**src/rtl/mem_ctrl.sv**
```systemverilog
// Byte-wide memory controller arbitrating ICache fetches and LSB loads/stores.
// Multi-byte requests are serialised one byte per cycle.
module mem_ctrl #(
    parameter logic [1:0] IO_ADDR_HI = 2'b11
) (
    input  logic        clk_in,
    input  logic        rst_in,
    input  logic        rdy_in,
    input  logic        rob_clear,
    input  logic        ic_to_mc_request,
    input  logic [31:0] ic_to_mc_pc,
    output logic        mc_to_ic_rdy,
    output logic [31:0] mc_to_ic_inst,
    input  logic        lsb_to_mc_request,
    input  logic        lsb_to_mc_wr,
    input  logic [31:0] lsb_to_mc_addr,
    input  logic [1:0]  lsb_to_mc_len,
    input  logic [31:0] lsb_to_mc_data,
    output logic        mc_to_lsb_rdy,
    output logic [31:0] mc_to_lsb_data,
    input  logic [7:0]  mem_din,
    output logic [7:0]  mem_dout,
    output logic [31:0] mem_a,
    output logic        mem_wr,
    input  logic        io_buffer_full
);

    typedef enum logic [1:0] {
        ST_IDLE = 2'd0,
        ST_BUSY = 2'd1,
        ST_DONE = 2'd2
    } state_t;

    state_t      r_state;
    state_t      w_state_nx;
    logic [2:0]  r_cnt;
    logic [2:0]  r_n;
    logic [31:0] r_addr;
    logic [31:0] r_wdata;
    logic        r_wr;
    logic        r_src_ic;
    logic        r_last_ic;
    logic [31:0] r_buf;
    logic [31:0] r_ic_inst;
    logic [31:0] r_lsb_data;
    logic        r_rdy_d;
    logic [7:0]  r_din_hold;

    logic        w_grant_lsb;
    logic        w_grant_ic;
    logic        w_accept;
    logic        w_io_stall;
    logic        w_rdy_pulse;
    logic [7:0]  w_din;
    logic [7:0]  w_wbyte;
    logic [31:0] w_cur_a;

    function automatic logic [2:0] len_bytes(input logic [1:0] len);
        case (len)
            2'd0:    return 3'd1;
            2'd1:    return 3'd2;
            default: return 3'd4;
        endcase
    endfunction

    // After reset r_last_ic=1, so a simultaneous pair goes to the LSB first.
    assign w_grant_lsb = lsb_to_mc_request && (!ic_to_mc_request || r_last_ic);
    assign w_grant_ic  = ic_to_mc_request && !w_grant_lsb;
    assign w_accept    = (r_state == ST_IDLE) && (ic_to_mc_request || lsb_to_mc_request) && !rob_clear;
    assign w_io_stall  = r_wr && (r_addr[17:16] == IO_ADDR_HI) && io_buffer_full;
    assign w_rdy_pulse = (r_state == ST_DONE) && rdy_in && (r_wr || !rob_clear);
    assign w_cur_a     = r_addr + {29'd0, r_cnt};
    // The RAM keeps answering while frozen; the first stalled cycle's byte is the one owed on resume.
    assign w_din       = r_rdy_d ? mem_din : r_din_hold;

    assign mc_to_ic_rdy   = w_rdy_pulse && r_src_ic;
    assign mc_to_lsb_rdy  = w_rdy_pulse && !r_src_ic;
    assign mc_to_ic_inst  = (w_rdy_pulse && r_src_ic) ? r_buf : r_ic_inst;
    assign mc_to_lsb_data = (w_rdy_pulse && !r_src_ic && !r_wr) ? r_buf : r_lsb_data;

    // Select the store byte for the current counter position.
    always_comb begin
        w_wbyte = 8'd0;
        case (r_cnt)
            3'd0:    w_wbyte = r_wdata[7:0];
            3'd1:    w_wbyte = r_wdata[15:8];
            3'd2:    w_wbyte = r_wdata[23:16];
            3'd3:    w_wbyte = r_wdata[31:24];
            default: w_wbyte = 8'd0;
        endcase
    end

    // RAM port drive: address during access cycles, write strobe only on live write cycles.
    always_comb begin
        mem_a    = 32'd0;
        mem_dout = 8'd0;
        mem_wr   = 1'b0;
        if (r_state == ST_BUSY && r_cnt < r_n) begin
            if (r_wr) begin
                if (!w_io_stall) begin
                    mem_a    = w_cur_a;
                    mem_dout = w_wbyte;
                    mem_wr   = rdy_in;
                end else begin
                    mem_a    = 32'd0;
                end
            end else begin
                mem_a = w_cur_a;
            end
        end else begin
            mem_a = 32'd0;
        end
    end

    // Next-state logic.
    always_comb begin
        w_state_nx = r_state;
        case (r_state)
            ST_IDLE: begin
                if (w_accept) w_state_nx = ST_BUSY;
                else          w_state_nx = ST_IDLE;
            end
            ST_BUSY: begin
                if (!r_wr && rob_clear) begin
                    w_state_nx = ST_IDLE;
                end else if (r_wr) begin
                    if (!w_io_stall && r_cnt == r_n - 3'd1) w_state_nx = ST_DONE;
                    else                                     w_state_nx = ST_BUSY;
                end else begin
                    if (r_cnt == r_n) w_state_nx = ST_DONE;
                    else              w_state_nx = ST_BUSY;
                end
            end
            ST_DONE: w_state_nx = ST_IDLE;
            default: w_state_nx = ST_IDLE;
        endcase
    end

    // State register.
    always_ff @(posedge clk_in) begin
        if (!rst_in)     r_state <= ST_IDLE;
        else if (rdy_in) r_state <= w_state_nx;
        else             r_state <= r_state;
    end

    // Operand latch, byte counter, read assembly and completion registers.
    always_ff @(posedge clk_in) begin
        if (!rst_in) begin
            r_cnt      <= 3'd0;
            r_n        <= 3'd0;
            r_addr     <= 32'd0;
            r_wdata    <= 32'd0;
            r_wr       <= 1'b0;
            r_src_ic   <= 1'b0;
            r_last_ic  <= 1'b1;
            r_buf      <= 32'd0;
            r_ic_inst  <= 32'd0;
            r_lsb_data <= 32'd0;
            r_rdy_d    <= 1'b1;
            r_din_hold <= 8'd0;
        end else begin
            r_rdy_d <= rdy_in;
            if (!rdy_in && r_rdy_d) r_din_hold <= mem_din;
            if (rdy_in) begin
                case (r_state)
                    ST_IDLE: begin
                        if (w_accept) begin
                            r_cnt     <= 3'd0;
                            r_buf     <= 32'd0;
                            r_src_ic  <= w_grant_ic;
                            r_last_ic <= w_grant_ic;
                            if (w_grant_ic) begin
                                r_addr  <= ic_to_mc_pc;
                                r_n     <= 3'd4;
                                r_wr    <= 1'b0;
                                r_wdata <= 32'd0;
                            end else begin
                                r_addr  <= lsb_to_mc_addr;
                                r_n     <= len_bytes(lsb_to_mc_len);
                                r_wr    <= lsb_to_mc_wr;
                                r_wdata <= lsb_to_mc_data;
                            end
                        end
                    end
                    ST_BUSY: begin
                        if (r_wr) begin
                            if (!w_io_stall) r_cnt <= r_cnt + 3'd1;
                        end else begin
                            r_cnt <= r_cnt + 3'd1;
                            case (r_cnt)
                                3'd1:    r_buf[7:0]   <= w_din;
                                3'd2:    r_buf[15:8]  <= w_din;
                                3'd3:    r_buf[23:16] <= w_din;
                                3'd4:    r_buf[31:24] <= w_din;
                                default: r_buf        <= r_buf;
                            endcase
                        end
                    end
                    ST_DONE: begin
                        if (w_rdy_pulse && r_src_ic)           r_ic_inst  <= r_buf;
                        if (w_rdy_pulse && !r_src_ic && !r_wr) r_lsb_data <= r_buf;
                    end
                    default: r_cnt <= 3'd0;
                endcase
            end
        end
    end

endmodule

```
**config.mk**
```make
export PLATFORM = sky130hd
export DESIGN_NAME = mem_ctrl
export DESIGN_NICKNAME = d
export VERILOG_FILES = /design/src/rtl/mem_ctrl.sv
export SDC_FILE = /design/constraint.sdc
export NUM_CORES = 1
export LEC_CHECK = 0
export ABC_AREA = 1
export CORE_ASPECT_RATIO = 0.7
export CORE_MARGIN = 2
export CORE_UTILIZATION = 41
export DETAILED_ROUTE_END_ITERATION = 7
export PLACE_DENSITY_LB_ADDON = 0.2
export SLEW_MARGIN = 20
export SYNTH_ARGS = -nofsm -noshare
export SYNTH_HDL_FRONTEND = slang
export SYNTH_SLANG_ARGS = --single-unit
```
**constraint.sdc**
```tcl
create_clock -name clk_in -period 3.25 [get_ports clk_in]
set_input_delay 0.8125 -clock clk_in [delete_from_list [all_inputs] [get_ports clk_in]]
set_output_delay 0.8125 -clock clk_in [all_outputs]
set_load 0.005 [all_outputs]
```
==> results_dict.tcl <==
set metrics [dict create \
    post_drt_wl_per_cell_um 15.0 \
    required_ps 2440 \
    ctsLongestPathBuffers 2 \
    place_ws_ps -288 \
    cts.htree.levels 4 \
    rsz0062_at_grt "yes" \
    drt_iter0_drc 717 \
    wl_um 30400 \
    wl_met2_um 12900 \
    syn-cell-area_mm2 0.00940 \
    cts_tree "built" \
    grt_max_degree 67 \
    drive_gt1_share_pct 24.7 \
    drcViolationCount 0 \
    worst_pin_slew_ps 931 \
    holdBufCountCts 0 \
    leakagePower_nw 6.92 \
    ir_drop_mv 0.344 \
    synthTopCellsByCount "nand2_1, inv_1, nor2_1" \
    power_switching_w 0.00143 \
    crit_path_max_fanout 4 \
    wl_met1_um 15500 \
    syn_nets 1501 \
    hold_viol_final 0 \
    critPathKind "flop to primary output" \
    ys.flop_type "dfxtp_1" \
    status "finished clean" \
    insertion_delay_ps 430 \
    fin_worst_skew_ps 12.8 \
    maxCapViolCount 0 \
    initial_core_util_pct 41.7 \
    ys_ff_latch 180 \
    antenna_found_initial 3 \
    synth_area_leaders "dfxtp_1, nand2_1, inv_1" \
    cp-start-kind "flop" \
    drv_slew 0 \
    grt_pass1_vias 8951 \
    ys_warn_count 0 \
    async_flop_share_pct 0 \
    yosysTopAreaCellShare_pct 38.3 \
    p_per_area_mw_per_mm2 373 \
    vias 9857 \
    synthMostInstantiatedCell "nand2_1" \
    end_kind "primary output" \
    min_period_ps 3210 \
    hold_slack_ps 461 \
    synth_edf_count 0 \
    top_layer "met4" \
    clockRootBuffer "clkbuf_16" \
    fp.dieH_um 131 \
    numClockSinks 180 \
    die_area_mm2 0.0242 \
    yosysTopAreaCell "dfxtp_1" \
    port_buffers 220 \
    die_w_um 185 \
    max_freq_mhz 312 \
    netlist-cell-type-count 40 \
    rows 46 \
    r2r-start "r_state[0]" \
    wl_met3_um 1820 \
    crit_start "r_cnt[1]" \
    avgSynthCellArea_um2 6.84 \
    syn_to_final_growth_pct 50.1 \
    via_per_inst 4.87 \
    comb_power_share_pct 14.5 \
    min_from "r_wdata[7]" \
    syn_inst 1374 \
    intPower_w 0.00383 \
    cts_made_buffers 17 \
    slew_headroom_pct 37.6 \
    dp_hpwl_um 20800 \
    io_pins 221 \
    switching_share_pct 27.2 \
    firstDrtPassIters 7 \
    final_nets 1822 \
    coreArea_mm2 0.0226 \
    setup_slack_ps 40.8 \
    clkPwrFrac_pct 40.4 \
    final_cells 2023 \
    seqPwrFrac_pct 45.1 \
    antenna_left 0 \
    path_clk_slew_ps 70 \
    hp-class "flop to flop" \
    ys_seq_area_share_pct 38.3 \
    dp.cells 1930 \
    min_period_over_period_pct 98.7 \
    grt_pass1_wl_um 47200 \
    critPathArrivalTime_ps 2400 \
    track_usage_pct 24.9 \
    routabilityCongestion 0.925 \
    finalSetupViolCount 0 \
    grt-ovfl-total 0 \
]
sequential cells by signal, indices dropped and copies added (netlist names):
name / cells
r_wr: 1
r_addr: 32
r_lsb_data: 32
r_state: 2
r_ic_inst: 32
r_din_hold: 8
r_wdata: 32
r_cnt: 3
r_rdy_d: 1
r_n: 3
r_buf: 32
r_last_ic: 1
r_src_ic: 1
critical path, stage by stage, from the launching register on:
cell,delay [ps]
dfxtp_2,340
buf_6,130
ha_4,220
nand2_4,70
nor2_4,40
nor3_4,250
nand3_4,150
buf_6,180
buf_4,130
buf_4,130
nor3b_4,190
buf_2,140
layout make-up:
type	instances	area (um^2)
repair buffers	367	3530
clock buffers	20	457
flip-flops and latches	180	3620
well taps	312	390
clock inverters	12	145
inverters	230	870
multi-input cells	899	5080
diodes	3	7.51
fillers	2088	8450
path summary, 6_finish.rpt:
check,to,slack (ps),cells past startpoint
worst max register to register,r_buf[26],1220,5
worst max-delay path,mem_a[10],40,11
worst min-delay path,r_wdata[7],460,2
worst min register to register,r_wdata[7],460,2
layer usage:
metal | GRT usage (%) | up-vias
met5 | 0 | -
met4 | 5.93 | 0
met3 | 5.07 | 17
met2 | 37.0 | 292
met1 | 37.0 | 4537
li1 | - | 5011
cell families (layout without fill, tap and decap cells):
logic type,after synthesis,in the layout,share of synthesized area (%)
flops,180,180,38.3
other cells,0,3,0
fa+ha+maj,13,13,1.81
xor+xnor,2,2,0.186
compound gates,247,247,16.6
buf+inv,295,629,13.2
simple gates,637,637,30.0
cell usage in the layout (no fill, tap or decap), types with 43 or more instances in the layout:
cell / count
o21ai_0: 48
clkdlybuf4s50_1: 122
nor2_1: 177
a21oi_1: 46
nand2_2: 44
nor2_2: 43
nand2_1: 255
buf_4: 99
dfxtp_1: 173
inv_1: 215
power by group through the flow:
stage	registers, W	clock network, W	logic (W)
after detailed placement	0.00241	0	0.000676
after CTS	0.00237	0.00217	0.000727
final	0.00237	0.00213	0.000762
after global routing	0.00238	0.00227	0.000839
after floorplan	0.00239	0	0.000380
after global placement	0.00241	0	0.000667
timing repair:
item	CTS	global route
cloned	7	1
setup buffers	43	12
pin swaps	24	30
setup endpoints to repair	106	105
endpoints found under the hold margin	0	0
resized for setup	226	127
metrics by stage:
stage	power [W]	area [um^2]	TNS [ps]	utilization, %
after detailed placement	0.00309	12400	-17860	54.8
after global placement	0.00308	12400	-18030	54.8
after floorplan	0.00277	9400	0	-
final	0.00526	14100	0	62.5
after global routing	0.00549	14100	-330	62.5
after CTS	0.00527	13800	-1120	61.0
Note: power is estimated with default switching activity, not from simulation.
